File: config.mk
export PLATFORM = sky130hd
export DESIGN_NAME = fpp_sequencer
export DESIGN_NICKNAME = d
export VERILOG_FILES = /design/src/rtl/fpp_sequencer.sv
export SDC_FILE = /design/constraint.sdc
export NUM_CORES = 1
export LEC_CHECK = 0
export ABC_AREA = 0
export BUFFER_PORTS_ARGS = -buffer_cell sky130_fd_sc_hd__buf_2
export CORE_MARGIN = 2
export CORE_UTILIZATION = 53
export CTS_BUF_LIST = sky130_fd_sc_hd__clkbuf_16
export CTS_CLUSTER_SIZE = 30
export DETAILED_ROUTE_END_ITERATION = 10
export GPL_TIMING_DRIVEN = 0
export HOLD_SLACK_MARGIN = 0.08
export MAX_ROUTING_LAYER = met4
export PLACE_DENSITY = 0.82
export RECOVER_POWER = 50
export SETUP_SLACK_MARGIN = 0.02
export SLEW_MARGIN = 20
export SYNTH_ARGS = -nofsm -noshare
export SYNTH_HDL_FRONTEND = slang
export SYNTH_SLANG_ARGS = --single-unit
File: constraint.sdc
create_clock -name clk -period 3.52 [get_ports clk]
set_input_delay 1.056 -clock clk [delete_from_list [all_inputs] [get_ports clk]]
set_output_delay 1.056 -clock clk [all_outputs]
set_load 0.05 [all_outputs]
File: src/rtl/fpp_sequencer.sv
// fpp_sequencer: instruction sequencer in front of the 16-bit floating-point ALU.
// Holds an 8-entry half-precision register file and runs one instruction at a
// time: ISSUE pulses the ALU start, WAIT looks for a rising edge on the ALU
// completion level, and WB writes the result back or emits a STORE result.
// SUB is a NEG pass followed by an ADD pass. CLR is executed locally.
module fpp_sequencer #(
    parameter int NREG    = 8,
    parameter int TIMEOUT = 64
) (
    input  logic        clk,
    input  logic        rst,
    input  logic        instr_valid,
    output logic        instr_ready,
    input  logic [15:0] instr,
    input  logic [15:0] imm,
    output logic        out_valid,
    output logic [15:0] out_data,
    output logic        busy,
    output logic        err,
    output logic [1:0]  err_code,
    output logic        alu_st,
    output logic [3:0]  alu_func,
    output logic [15:0] alu_data,
    output logic [15:0] alu_rega,
    output logic [15:0] alu_regb,
    input  logic [15:0] alu_regout,
    input  logic        alu_en,
    input  logic        alu_flag_io
);

    localparam int CW = $clog2(TIMEOUT);

    localparam logic [3:0] OP_LOAD  = 4'b0000;
    localparam logic [3:0] OP_MOV   = 4'b0001;
    localparam logic [3:0] OP_ADD   = 4'b0010;
    localparam logic [3:0] OP_NEG   = 4'b0011;
    localparam logic [3:0] OP_STORE = 4'b0100;
    localparam logic [3:0] OP_MUL   = 4'b0110;
    localparam logic [3:0] OP_MAX   = 4'b0111;
    localparam logic [3:0] OP_SUB   = 4'b1000;
    localparam logic [3:0] OP_CLR   = 4'b1001;

    typedef enum logic [1:0] {
        S_IDLE  = 2'd0,
        S_ISSUE = 2'd1,
        S_WAIT  = 2'd2,
        S_WB    = 2'd3
    } state_t;

    state_t          r_state;
    logic [15:0]     r_regs [0:NREG-1];
    logic [3:0]      r_op;
    logic [2:0]      r_rd;
    logic [2:0]      r_ra;
    logic [1:0]      r_phase;     // 0 single pass, 1 SUB negate pass, 2 SUB add pass
    logic            r_en_q;
    logic [CW-1:0]   r_cnt;
    logic            r_flag;

    logic [3:0]      w_opcode;
    logic [2:0]      w_rd;
    logic [2:0]      w_ra;
    logic [2:0]      w_rb;
    logic            w_is_alu;
    logic            w_is_clr;
    logic            w_complete;
    logic            w_unused_bits;

    assign w_opcode      = instr[15:12];
    assign w_rd          = instr[11:9];
    assign w_ra          = instr[8:6];
    assign w_rb          = instr[5:3];
    assign w_is_clr      = (w_opcode == OP_CLR);
    assign w_complete    = alu_en & ~r_en_q;
    assign w_unused_bits = ^instr[2:0];

    // Decode which opcodes are dispatched to the ALU.
    always_comb begin
        w_is_alu = 1'b0;
        case (w_opcode)
            OP_LOAD, OP_MOV, OP_ADD, OP_NEG,
            OP_STORE, OP_MUL, OP_MAX, OP_SUB: w_is_alu = 1'b1;
            default:                          w_is_alu = 1'b0;
        endcase
    end

    // Sequencer FSM, register file and all registered outputs.
    always_ff @(posedge clk) begin
        if (!rst) begin
            r_state     <= S_IDLE;
            for (int i = 0; i < NREG; i++) begin
                r_regs[i] <= 16'h0000;
            end
            r_op        <= 4'b0000;
            r_rd        <= 3'd0;
            r_ra        <= 3'd0;
            r_phase     <= 2'd0;
            r_en_q      <= 1'b0;
            r_cnt       <= '0;
            r_flag      <= 1'b0;
            instr_ready <= 1'b1;
            busy        <= 1'b0;
            out_valid   <= 1'b0;
            out_data    <= 16'h0000;
            err         <= 1'b0;
            err_code    <= 2'b00;
            alu_st      <= 1'b0;
            alu_func    <= 4'b0000;
            alu_data    <= 16'h0000;
            alu_rega    <= 16'h0000;
            alu_regb    <= 16'h0000;
        end else begin
            // Pulses default low; the completion detector samples every cycle.
            r_en_q    <= alu_en;
            out_valid <= 1'b0;
            err       <= 1'b0;
            alu_st    <= 1'b0;
            case (r_state)
                S_IDLE: begin
                    if (instr_valid && instr_ready) begin
                        if (w_is_alu) begin
                            r_state     <= S_ISSUE;
                            instr_ready <= 1'b0;
                            busy        <= 1'b1;
                            alu_st      <= 1'b1;
                            r_op        <= w_opcode;
                            r_rd        <= w_rd;
                            r_ra        <= w_ra;
                            alu_data    <= imm;
                            alu_regb    <= r_regs[w_rb];
                            if (w_opcode == OP_SUB) begin
                                // First pass negates the subtrahend.
                                r_phase  <= 2'd1;
                                alu_func <= OP_NEG;
                                alu_rega <= r_regs[w_rb];
                            end else begin
                                r_phase  <= 2'd0;
                                alu_func <= w_opcode;
                                alu_rega <= r_regs[w_ra];
                            end
                        end else if (w_is_clr) begin
                            r_regs[w_rd] <= 16'h0000;
                        end else begin
                            err      <= 1'b1;
                            err_code <= 2'b01;
                        end
                    end
                end
                S_ISSUE: begin
                    r_cnt   <= '0;
                    r_state <= S_WAIT;
                end
                S_WAIT: begin
                    if (w_complete) begin
                        r_flag  <= alu_flag_io;
                        r_state <= S_WB;
                    end else if (r_cnt == CW'(TIMEOUT - 1)) begin
                        err         <= 1'b1;
                        err_code    <= 2'b10;
                        r_state     <= S_IDLE;
                        instr_ready <= 1'b1;
                        busy        <= 1'b0;
                    end else begin
                        r_cnt <= r_cnt + CW'(1);
                    end
                end
                S_WB: begin
                    if (r_phase == 2'd1) begin
                        // alu_regb holds the negated intermediate for the add pass.
                        r_phase  <= 2'd2;
                        r_state  <= S_ISSUE;
                        alu_st   <= 1'b1;
                        alu_func <= OP_ADD;
                        alu_rega <= r_regs[r_ra];
                        alu_regb <= alu_regout;
                    end else begin
                        if (r_op == OP_STORE) begin
                            out_data  <= alu_regout;
                            out_valid <= 1'b1;
                            if (!r_flag) begin
                                err      <= 1'b1;
                                err_code <= 2'b11;
                            end
                        end else begin
                            r_regs[r_rd] <= alu_regout;
                        end
                        r_state     <= S_IDLE;
                        instr_ready <= 1'b1;
                        busy        <= 1'b0;
                    end
                end
                default: begin
                    r_state     <= S_IDLE;
                    instr_ready <= 1'b1;
                    busy        <= 1'b0;
                end
            endcase
        end
    end

endmodule

# [Word level (Yosys, flattened, before mapping)]
# Memories as Yosys holds them, arrays and structs flattened. A register that Yosys moved wholly into a read port is not among the register bits.
# Cells that the tools add are included.
[totals] regBits=97 latch_bits=0 ramBits=128 romBits=16 input_bits=53 output_inout_bits=75 wordCells=146 n_memories=2
[memory_table] memory="r_regs" depth=8 width=16 rd=3 rd_ports_with_merged_regs=1 wr=8 line_no="51" source="logic [15:0] r_regs [0:NREG-1];"
[memory_table] memory="(no name shown)" depth=16 width=1 rd=1 rd_ports_with_merged_regs=0 wr=0 line_no="80" source="case (w_opcode)"
[op_classes] add_sub_neg=1 multipliers=0 div=0 order_cmp=0 n_eq_ne=20 shift=0 n_mux=83 bitwise=5 reduce_logical=16
[op_table] op="16-bit two-way mux" count=9
[op_table] op="16-bit one-hot mux with 2 select lines" count=2
[op_table] op="1-bit two-way mux" count=38
[op_table] op="16-bit OR reduction" count=2
[op_table] op="2-bit two-way mux" count=15
[op_table] op="2-bit != test, second input constant" count=11
[op_table] op="4-bit two-way mux" count=4
[op_table] op="3-bit two-way mux" count=4
[op_table] op="6-bit two-way mux" count=2
[op_table] op="6-bit one-hot mux with 2 select lines" count=1
[op_table] op="3-bit AND reduction" count=4
[op_table] op="1-bit one-hot mux with 3 select lines" count=3
[op_table] op="9-bit AND reduction" count=1
[op_table] op="4-bit == test, second input constant" count=2
[op_table] op="2-bit one-hot mux with 4 select lines" count=1
[op_table] op="4-bit one-hot mux with 2 select lines" count=1
[op_table] op="6-bit by 1-bit adder with 6-bit output, second input constant" count=1
[op_table] op="6-bit == test, second input constant" count=1
[op_table] op="2-bit one-hot mux with 3 select lines" count=1
[op_table] op="6-bit AND reduction" count=1
[op_table] op="2-bit by 1-bit == test with 1-bit output, second input constant" count=2
[op_table] op="2-bit == test, second input constant" count=2
[op_table] op="4-bit by 3-bit == test with 1-bit output, second input constant" count=1
[op_table] op="1-bit NOT" count=4
[op_table] op="other kinds (11)" count=12

# [Logic depth before layout (Yosys ltp)]
# Gate-level depths: netlist of the first run.
[logic_depth] depth_word=10 ltp_mapped=9

# [Least setup slack after synthesis of the first run]
# Ideal clock, no wire load.
[synth_timing] path_type="input -> register" startpoint="input rst" endpoint="memory r_regs[2][0], enable pin" arrival_time_ns=3.203 required_ns=3.109 slack_ns=-0.095 cell_stages=6 cell_sequence="clkbuf_1 > nand4_1 > buf_6 > nor2_1 > a31oi_1 > o21ai_0"
[synth_rtl] item="start: declaration" line_no="11" source="input logic rst,"
[synth_rtl] item="end: declaration" line_no="51"

==> results of run 1 <==
## power by group through the flow
stage | Combinational (mW) | Clock, mW | Sequential, mW
floorplan | 1.01 | 0 | 3.80
global placement | 2.12 | 0 | 3.28
detailed placement | 2.19 | 0 | 3.28
CTS | 2.20 | 2.53 | 3.23
global route | 2.28 | 2.64 | 3.27
finish | 2.18 | 2.55 | 3.24
## flip-flops by register name, indices dropped and copies added, names as in the netlist, 4 cells and up, named ones only
name      count
alu_data     16
alu_func      4
alu_rega     16
alu_regb     16
out_data     16
r_cnt         6
r_op          4
r_regs      128
## critical path, delay by kind of cell, from the launching register on
family          cells  cell delay (ns)
simple gates        4             0.94
buf+inv             2             0.92
flops               1             0.32
compound gates      1             0.86
## layer usage
layer | track usage, % | vias up
li1 | - | 4190
met1 | 40.9 | 4711
met2 | 50.5 | 922
met3 | 8.33 | 205
met4 | 15.2 | 0
met5 | - | -
## cells in the final DEF, fill, tap and decap left out, types with 3 or more instances in the layout
cell	n
a22oi_1	46
nand2_1	114
inv_1	15
buf_8	4
o211a_1	17
clkbuf_1	131
and3_1	3
buf_6	4
o221ai_1	14
nor3_1	4
mux4_2	64
mux2i_1	49
ha_1	7
nor2_1	165
clkinv_1	4
o22ai_1	4
dfxtp_1	100
mux2_2	32
edfxtp_1	128
o221a_1	3
buf_2	64
a21boi_0	5
o21a_1	3
a31oi_1	9
o2111ai_1	16
nor2b_1	5
clkbuf_16	25
o221a_2	13
xnor2_1	4
and2_1	3
nand3_1	23
clkinv_2	4
o21ai_0	23
buf_1	4
a21oi_1	35
a211oi_1	5
nand2b_1	5
o21ai_2	7
## final timing paths
check	from	endpoint	slack [ns]	depth (start not counted)
worst max-delay path	r_op[3]$_SDFFE_PN0P_	r_regs[1][11]$_SDFFCE_PN0P_	0.18	7
worst min register to register	alu_func[3]$_SDFFE_PN0P_	alu_func[3]$_SDFFE_PN0P_	0.44	2
worst min-delay path	alu_func[3]$_SDFFE_PN0P_	alu_func[3]$_SDFFE_PN0P_	0.44	2
worst max register to register	r_op[3]$_SDFFE_PN0P_	r_regs[1][11]$_SDFFCE_PN0P_	0.18	7
## layout make-up
type	count	area, µm²
tap	280	350
clock buffer	25	626
sequential	228	5850
buffer	82	343
inverter	9	33.8
clock inverter	21	161
multi-input combinational	702	5410
timing repair buffer	126	594
fill	1788	8390
## through the flow
| step | setup slack (ns) | TNS [ns] | hold slack (ns) |
|---|---|---|---|
| 2_1_floorplan | -0.0946 | -8.98 | 0.432 |
| 3_3_place_gp | -1.75 | -183.04 | 0.416 |
| 3_5_place_dp | -0.297 | -16.14 | 0.426 |
| 4_1_cts | 0.167 | 0 | 0.439 |
| 5_1_grt | 0.110 | 0 | 0.460 |
| 6_report | 0.181 | 0 | 0.438 |
## cell usage after synthesis (3+ instances only)
| master | n | area, µm² |
|---|---|---|
| nor2b_1 | 5 | 31.3 |
| mux2_2 | 32 | 360 |
| mux2i_1 | 49 | 490 |
| o221a_1 | 3 | 33.8 |
| a21boi_0 | 5 | 37.5 |
| a31oi_1 | 6 | 37.5 |
| buf_1 | 5 | 18.8 |
| mux4_2 | 64 | 1440 |
| o22ai_1 | 4 | 25.0 |
| nand2b_1 | 5 | 31.3 |
| buf_2 | 26 | 130 |
| buf_4 | 3 | 22.5 |
| o221ai_1 | 14 | 123 |
| nand3_1 | 23 | 115 |
| a22oi_1 | 46 | 345 |
| clkbuf_1 | 41 | 154 |
| nor3_1 | 4 | 20.0 |
| and2_1 | 3 | 18.8 |
| nor2_1 | 164 | 616 |
| o211a_1 | 17 | 170 |
| a21oi_1 | 35 | 175 |
| a211oi_1 | 5 | 37.5 |
| o221a_2 | 13 | 146 |
| edfxtp_1 | 128 | 3840 |
| dfxtp_1 | 100 | 2000 |
| xnor2_1 | 4 | 35.0 |
| o2111ai_1 | 16 | 140 |
| buf_6 | 6 | 67.6 |
| ha_1 | 7 | 87.6 |
| nand2_1 | 114 | 428 |
| and3_1 | 3 | 18.8 |
| o21a_1 | 3 | 22.5 |
| o21ai_0 | 30 | 150 |
| inv_1 | 8 | 30.0 |
## timing repair
action,4_1_cts,5_1_grt
resized for setup,0,1
hold buffers,0,0
endpoints found under the setup margin,0,33
## logic make-up (layout without fill, tap and decap cells)
family / count (synthesis) / after routing / synth area share [%]
flops: 228 / 228 / 50.0
mux: 145 / 145 / 19.6
fa+ha+maj: 7 / 7 / 0.749
xor+xnor: 4 / 4 / 0.300
compound gates: 210 / 210 / 13.5
buf+inv: 91 / 263 / 3.69
simple gates: 336 / 336 / 12.1
==> qor.yml, run 1 <==
global_route:
  antenna_found_initial: 0
  grt_max_degree: 17
  grt_pass1_vias: 9810
  grt_pass1_wl_um: 56900
  grt-ovfl-total: 0
  grt_util_all_layers_pct: 32.7
critical_path:
  slowest_delay_ns: 0.86
  path_max_fanout: 10
  cp-start-kind: "flop"
  slowest_stage: "a31oi_1"
  worstSetupPathType: "flop to flop"
  cp_data_arrival_time_ns: 3.59
  critical_path_required_ns: 3.77
  path_cells: "or4b_4 > nand4_1 > buf_6 > nor3_1 > a31oi_1 > clkbuf_1 > nor2_1"
  critPathCaptureType: "flop"
synth:
  synth-seq-cells: 228
  syn_inst: 1021
  synth-async-reset-ratio_pct: 0
  syn_nets: 1081
  synthesis.area_um2: 11700
  dominantRegCellSynth: "edfxtp_1"
  avgSynthCellArea_um2: 11.4
  ys_warn_count: 0
  synth_edf_count: 128
  yosysSeqAreaShare_pct: 50.0
  synth_cell_types: 56
detailed_routing:
  dr_wl_met3_um: 5310
  ant_nets: 0
  wl_met2_um: 17500
  drt_iter0_markers: 1604
  dr.pass1.iters: 8
  wl_um: 37900
  wl_met1_um: 13200
  top_layer_used: "met4"
  viasPerCell: 6.81
  num_vias: 10000
  drc: 0
  routedWlPerCell_um: 25.7
floorplanning:
  row_count: 54
  io_pins: 128
  die_area_um2: 23300
  die_h_um: 153
  die_w_um: 153
  initial_core_util_pct: 53.7
  coreArea_um2: 21800
power_and_ir_drop:
  p_clk_share_pct: 32.0
  power.density_nw_per_um2: 597
  power_mw: 7.97
  p_leak_nw: 4.94
  p_int_mw: 5.13
  pwr-share-seq_pct: 40.7
  combPwrFrac_pct: 27.3
  p_switching_mw: 2.85
  max-vdd-ir-drop_uv: 434
  swShare_pct: 35.7
sta:
  maxSlewViolCount: 0
  grt_setup_unrepaired: "no"
  slew_headroom_pct: 21.2
  worst_pin_slew_ns: 1.18
  skew_ns: 0.0235
  fmax_mhz: 300
  fin_crit_sh_pct: 94.8
  hold_viol: 0
  setup_viol: 0
  period_needed_ns: 3.34
min_path:
  hold_path_class: "flop to flop"
cells_and_area:
  fin_cells: 1473
  nets: 1234
  diodes: 0
  final_layout_size_suffix_gt1_share_pct: 19.4
  fin_area_um2: 13400
  areaGrowthSynthToFinish_pct: 14.3
  fin_util_pct: 61.4
cts:
  cts_buffer_depth: 3
  cts_setup_buffers: 0
  clk_pin_slew_worst_paths_ns: 0.06
  numCtsBuffers: 25
  clk_latency_ns: 0.55
  h-tree-depth: 1
  root_buffer: "clkbuf_16"
  cts.sinks: 228
  tritoncts: "done"
job:
  max_cap_viol_count: 0
place:
  gp_congestion: 0.982
  dp_hpwl_um: 26300
  dp.cells: 1427
  placed_area_um2: 12800
  place.port_buffers: 119
status:
  status: "finished, final reports clean"
Note: power is estimated with default switching activity, not from simulation.
==> run 2: changes to the inputs <==
--- a/config.mk
+++ b/config.mk
@@ -15,7 +15,7 @@
 export GPL_TIMING_DRIVEN = 0
 export HOLD_SLACK_MARGIN = 0.08
 export MAX_ROUTING_LAYER = met4
-export PLACE_DENSITY = 0.82
+export PLACE_DENSITY = 0.77
 export RECOVER_POWER = 50
 export SETUP_SLACK_MARGIN = 0.02
 export SLEW_MARGIN = 20
==> run 2 against run 1 <==
Against the previous run: power about the same; hold slack improved by 0.0098 ns; non-clock buffer count decreased by 4; cell count decreased by 0.34%; critical path type unchanged; clock power about the same; die area unchanged; first-iteration DRC count decreased by 0.69%; utilization increased by 0.17 points; highest routed layer unchanged; the flow now finishes with violations (setup timing); count of clock-buffer cells in the layout increased by 2; wire length increased by 1.4%; largest cell class unchanged.
==> qor.yml, run 2 (same netlist as run 1, synthesis figures left out) <==
critical_path:
  slowest_stage: "o21ai_4"
  path_cells: "ha_1 > buf_2 > nand4_1 > buf_6 > nor2_1 > a31oi_1 > o21ai_4"
  critical_path_required_ns: 3.67  # -0.10 ns
  reg2reg_from: "r_state[0]$_SDFFE_PN0P_"
  slowest_delay_ns: 0.77  # -0.09 ns
  cpLargestDelayFamily: "compound AO/OA/AOI/OAI gates"
  cp-start-kind: "flop"
  cp_data_arrival_time_ns: 3.68  # +0.09 ns
  path_max_fanout: 16  # +6
  critPathLaunch: "r_state[0]$_SDFFE_PN0P_"
  worstSetupPathType: "flop to flop"
  critPathCaptureType: "flop"
  critical_path_buf_inv_count: 2  # unchanged
sta:
  setup_viol: 10  # +10
  hold_viol: 0  # unchanged
  period_needed_ns: 3.53  # +0.190 ns
  worst_pin_slew_ns: 1.31  # +0.129 ns
  grt_setup_unrepaired: "no"
  tns_ns: -0.0439  # -0.0439 ns
  whs_ns: 0.448  # +0.00984 ns
  skew_ns: 0.0108  # -0.0127 ns
  fmax_mhz: 283  # -5.4%
  slew_headroom_pct: 12.5  # -8.6 points
  fin_crit_sh_pct: 100  # +5.4 points
  worst_slack_ns: -0.00836  # -0.190 ns
  maxSlewViolCount: 0  # unchanged
status:
  status: "finished with violations"
  violations: "setup timing"
cells_and_area:
  nets: 1230  # -0.32%
  final_layout_size_suffix_gt1_share_pct: 19.2  # -0.25 points
  largest_reg_flops: 128  # unchanged
  fin_util_pct: 61.6  # +0.17 points
  fillCellCount: 1777  # -0.62%
  mostFrequentLayoutCells: "nor2_1, clkbuf_1, edfxtp_1"
  fin_area_um2: 13400  # +0.28%
  largest-register: "r_regs"
  areaGrowthSynthToFinish_pct: 14.6
  diodes: 0  # unchanged
  final_common_cell: "nor2_1"
floorplanning:
  row_count: 54  # unchanged
  initial_core_util_pct: 53.7  # unchanged
  die_w_um: 153  # unchanged
  die_area_um2: 23300  # unchanged
  coreArea_um2: 21800  # unchanged
  die_h_um: 153  # unchanged
  io_pins: 128  # unchanged
place:
  gp_congestion: 0.963  # -1.9%
  placed_area_um2: 12800  # +0.17%
  dp_hpwl_um: 25800  # -2.3%
  place.port_buffers: 119  # unchanged
cts:
  numCtsBuffers: 25  # unchanged
  cts_resized: 0  # unchanged
  cts_buffer_depth: 3  # unchanged
  root_buffer: "clkbuf_16"
  ctsHoldBuffers: 0  # unchanged
  h-tree-depth: 1  # unchanged
  cts_setup_buffers: 0  # unchanged
  tritoncts: "done"
  cts.sinks: 228  # unchanged
  clk_pin_slew_worst_paths_ns: 0.06  # about the same
  clk_latency_ns: 0.52  # -0.03 ns
detailed_routing:
  routedWlPerCell_um: 26.2  # +1.7%
  drc: 0  # unchanged
  wl_um: 38400  # +1.4%
  dr.pass1.iters: 6  # -2
  drt_iter0_markers: 1593  # -0.69%
  viasPerCell: 6.70  # -1.5%
  num_vias: 9841  # -1.9%
  ant_nets: 0  # unchanged
power_and_ir_drop:
  swShare_pct: 35.6  # -0.12 points
  power.density_nw_per_um2: 595  # -0.33%
  p_int_mw: 5.13  # +0.14%
  p_clk_share_pct: 31.8  # -0.2 points
  max-vdd-ir-drop_uv: 421  # -3.0%
  p_leak_nw: 4.93  # -0.17%
  pwr-share-seq_pct: 40.7  # about the same
  p_switching_mw: 2.83  # -0.40%
  combPwrFrac_pct: 27.5  # +0.2 points
global_route:
  grt_max_degree: 17  # unchanged
  grt-ovfl-total: 0  # unchanged
  grt_pass1_vias: 9709  # -1.0%
  grt_util_all_layers_pct: 33.1  # +0.36 points
  grt_pass1_wl_um: 56500  # -0.69%
  antenna_found_initial: 0  # unchanged
min_path:
  hold_path_class: "flop to flop"
  worstHoldStart: "alu_func[3]$_SDFFE_PN0P_"
job:
  max_cap_viol_count: 0  # unchanged
## run 2: path summary, 6_finish.rpt
path                                              endpoint  slack (ns)  cells past startpoint
worst max-delay path            r_regs[0][5]$_SDFFCE_PN0P_      -0.008                      7
worst min-delay path              alu_func[3]$_SDFFE_PN0P_        0.45                      2
worst max register to register  r_regs[0][5]$_SDFFCE_PN0P_      -0.008                      7
worst min register to register    alu_func[3]$_SDFFE_PN0P_        0.45                      2
## run 2: stage by stage
stage / std cells / setup WS, ns / total power, mW
2_1_floorplan: 1021 / -0.0946 / 4.81
4_1_cts: 1468 / 0.148 / 7.97
6_report: 1468 / -0.00836 / 7.97
5_1_grt: 1468 / 0.0344 / 8.20
3_3_place_gp: 1420 / -1.92 / 5.43
3_5_place_dp: 1423 / -0.362 / 5.49
## run 2: final cells by class
| class | count | area (µm²) | share of cell area, % |
|---|---|---|---|
| repair buffers | 122 | 569 | 4.25 |
| inverters | 9 | 33.8 | 0.252 |
| clock buffers | 27 | 676 | 5.04 |
| clock inverters | 18 | 111 | 0.831 |
| well taps | 280 | 350 | 2.61 |
| plain buffers | 82 | 354 | 2.64 |
| multi-input cells | 702 | 5460 | 40.7 |
| flip-flops and latches | 228 | 5850 | 43.6 |
## run 2: power groups by stage
stage	logic, mW	registers [mW]	clock network [mW]
2_1_floorplan	1.01	3.80	0
3_3_place_gp	2.15	3.28	0
3_5_place_dp	2.21	3.28	0
4_1_cts	2.22	3.23	2.52
5_1_grt	2.30	3.27	2.63
6_report	2.19	3.24	2.53
## run 2: worst min-delay path: stages (launching register included)
cell,delay (ns)
dfxtp_1,0.32
nand2_1,0.06
nor2_1,0.03
## run 2: layer usage
metal,global-route usage (%),vias to the layer above,share of wire (%)
li1,-,4170,-
met3,7.17,189,14
met4,17.5,0,5.4
met5,-,-,0
met2,49.8,868,45
met1,42.4,4614,35
==> run 3: changes to the inputs <==
--- a/config.mk
+++ b/config.mk
@@ -7,15 +7,15 @@
 export LEC_CHECK = 0
 export ABC_AREA = 0
 export BUFFER_PORTS_ARGS = -buffer_cell sky130_fd_sc_hd__buf_2
-export CORE_MARGIN = 2
-export CORE_UTILIZATION = 53
+export CORE_MARGIN = 5
+export CORE_UTILIZATION = 50
 export CTS_BUF_LIST = sky130_fd_sc_hd__clkbuf_16
 export CTS_CLUSTER_SIZE = 30
 export DETAILED_ROUTE_END_ITERATION = 10
 export GPL_TIMING_DRIVEN = 0
 export HOLD_SLACK_MARGIN = 0.08
 export MAX_ROUTING_LAYER = met4
-export PLACE_DENSITY = 0.77
+export PLACE_DENSITY = 0.73
 export RECOVER_POWER = 50
 export SETUP_SLACK_MARGIN = 0.02
 export SLEW_MARGIN = 20
==> run 3 against run 2 <==
Against the previous run: the flow now finishes without violations; wire length up 0.17%; largest power group unchanged; non-clock buffer count up 2; clock skew up 0.0055 ns; via count down 1.4%; first-iteration DRC count up 1.4%; final area up 0.59%; cell count up 2.8%; critical endpoint is now r_regs[0][2]$_SDFFCE_PN0P_; global-route usage down 3.7 points; maximum frequency up 4.6%; utilization down 3.6 points.
==> qor.yml, run 3 (same netlist as run 1, synthesis figures left out) <==
status:
  status: "finished, final reports clean"
sta:
  hold_viol: 0  # unchanged
  period_needed_ns: 3.37  # -0.155 ns
  slew_headroom_pct: 14.1  # +1.6 points
  fmax_mhz: 296  # +4.6%
  whs_ns: 0.433  # -0.0152 ns
  tns_ns: 0  # +0.0439 ns
  worst_pin_slew_ns: 1.28  # -0.0232 ns
  fin_crit_sh_pct: 95.8  # -4.4 points
  maxSlewViolCount: 0  # unchanged
  grt_setup_unrepaired: "no"
  setup_viol: 0  # -10
  skew_ns: 0.0163  # +0.00548 ns
  worst_slack_ns: 0.147  # +0.155 ns
global_route:
  grt-ovfl-total: 0  # unchanged
  grt_pass1_wl_um: 56900  # +0.68%
  grt_util_all_layers_pct: 29.4  # -3.7 points
  grt_pass1_vias: 9539  # -1.8%
  grt_max_degree: 17  # unchanged
  antenna_found_initial: 0  # unchanged
cells_and_area:
  diodes: 0  # unchanged
  fin_util_pct: 57.9  # -3.6 points
  largest_reg_flops: 128  # unchanged
  fin_cells: 1509  # +2.8%
  fillCellCount: 1996  # +12%
  fin_area_um2: 13500  # +0.59%
  final_common_cell: "nor2_1"
  areaGrowthSynthToFinish_pct: 15.3
  nets: 1232  # +0.16%
  final_layout_size_suffix_gt1_share_pct: 19.2  # -0.032 points
  mostFrequentLayoutCells: "nor2_1, clkbuf_1, edfxtp_1"
  largest-register: "r_regs"
cts:
  root_buffer: "clkbuf_16"
  clk_pin_slew_worst_paths_ns: 0.06  # about the same
  cts_resized: 0  # unchanged
  tritoncts: "done"
  cts_setup_buffers: 0  # unchanged
  h-tree-depth: 1  # unchanged
  clk_latency_ns: 0.53  # about the same
  numCtsBuffers: 25  # unchanged
  cts_buffer_depth: 3  # unchanged
  ctsHoldBuffers: 0  # unchanged
  cts.sinks: 228  # unchanged
min_path:
  hold_path_class: "flop to flop"
  worstHoldStart: "alu_func[3]$_SDFFE_PN0P_"
  min_to: "alu_func[3]$_SDFFE_PN0P_"
  hold_depth: 2  # unchanged
detailed_routing:
  drc: 0  # unchanged
  dr.pass1.iters: 6  # unchanged
  num_vias: 9704  # -1.4%
  ant_nets: 0  # unchanged
  routedWlPerCell_um: 25.5  # -2.5%
  drt_iter0_markers: 1615  # +1.4%
  viasPerCell: 6.43  # -4.1%
  wl_um: 38500  # +0.17%
place:
  placed_area_um2: 12900  # +0.66%
  gp_congestion: 0.969  # +0.59%
  dp.cells: 1464  # +2.9%
  dp_worst_setup_slack_ns: -0.273  # +0.0897 ns
  place.port_buffers: 119  # unchanged
  dp_hpwl_um: 26100  # +1.3%
critical_path:
  cp-start-kind: "flop"
  r2r_setup_slack_ns: 0.15  # +0.15 ns
  cp_data_arrival_time_ns: 3.61  # -0.07 ns
  reg2reg_from: "r_op[3]$_SDFFE_PN0P_"
  critical_path_required_ns: 3.75  # +0.08 ns
  r2r-end: "r_regs[0][2]$_SDFFCE_PN0P_"
  path_max_fanout: 10  # -6
  worstSetupPathType: "flop to flop"
  critPathCaptureType: "flop"
  reg2reg_depth: 7  # unchanged
floorplanning:
  die_area_um2: 26500  # +14%
  die_w_um: 163  # +6.8%
  initial_core_util_pct: 50.3  # -3.5 points
  row_count: 56  # +3.7%
  coreArea_um2: 23300  # +6.9%
  io_pins: 128  # unchanged
  die_h_um: 163  # +6.8%
power_and_ir_drop:
  power_mw: 7.99  # +0.29%
  p_leak_nw: 4.95  # +0.38%
  max-vdd-ir-drop_uv: 432  # +2.7%
  power.density_nw_per_um2: 593  # -0.30%
job:
  max_cap_viol_count: 0  # unchanged
-- run 3: final cells by class --
cell class | count | area (µm²) | share of cell area (%)
clock inverters | 17 | 105 | 0.780
plain buffers | 82 | 348 | 2.58
repair buffers | 124 | 613 | 4.55
clock buffers | 28 | 701 | 5.20
well taps | 319 | 399 | 2.96
flip-flops and latches | 228 | 5850 | 43.4
inverters | 9 | 33.8 | 0.251
multi-input cells | 702 | 5430 | 40.3
-- run 3: layer usage --
layer / up-vias / track usage (%) / wire length (µm)
met3: 159 / 7.21 / 5050
met2: 788 / 45.5 / 17800
met5: - / - / 0
met1: 4580 / 37.3 / 13900
li1: 4177 / - / -
met4: 0 / 12.0 / 1780
-- run 3: power by group --
part | switching (mW) | internal, mW
registers | 0.171 | 3.07
logic | 1.57 | 0.615
clock network | 1.07 | 1.49
total | 2.81 | 5.18
-- run 3: worst max-delay path by stage --
stage | from | end | slack (ns) | depth (start not counted)
3_5_place_dp | rst | r_regs[6][6]$_SDFFCE_PN0P_ | -0.27 | 6
2_1_floorplan | rst | r_regs[2][0]$_SDFFCE_PN0P_ | -0.09 | 6
4_1_cts | r_state[0]$_SDFFE_PN0P_ | r_regs[6][4]$_SDFFCE_PN0P_ | 0.19 | 7
6_report | r_op[3]$_SDFFE_PN0P_ | r_regs[0][2]$_SDFFCE_PN0P_ | 0.15 | 7
5_1_grt | r_state[0]$_SDFFE_PN0P_ | r_regs[0][3]$_SDFFCE_PN0P_ | 0.06 | 7
3_3_place_gp | rst | r_regs[3][6]$_SDFFCE_PN0P_ | -1.97 | 6
-- run 3: worst max-delay path, stage by stage, from the launching register on --
cell and delay [ns]:
dfxtp_1 0.31, or4b_1 0.61, nand4_1 0.19, buf_6 0.16, nor3_1 0.05, a31oi_1 0.93, clkbuf_1 0.66, nor2_1 0.17
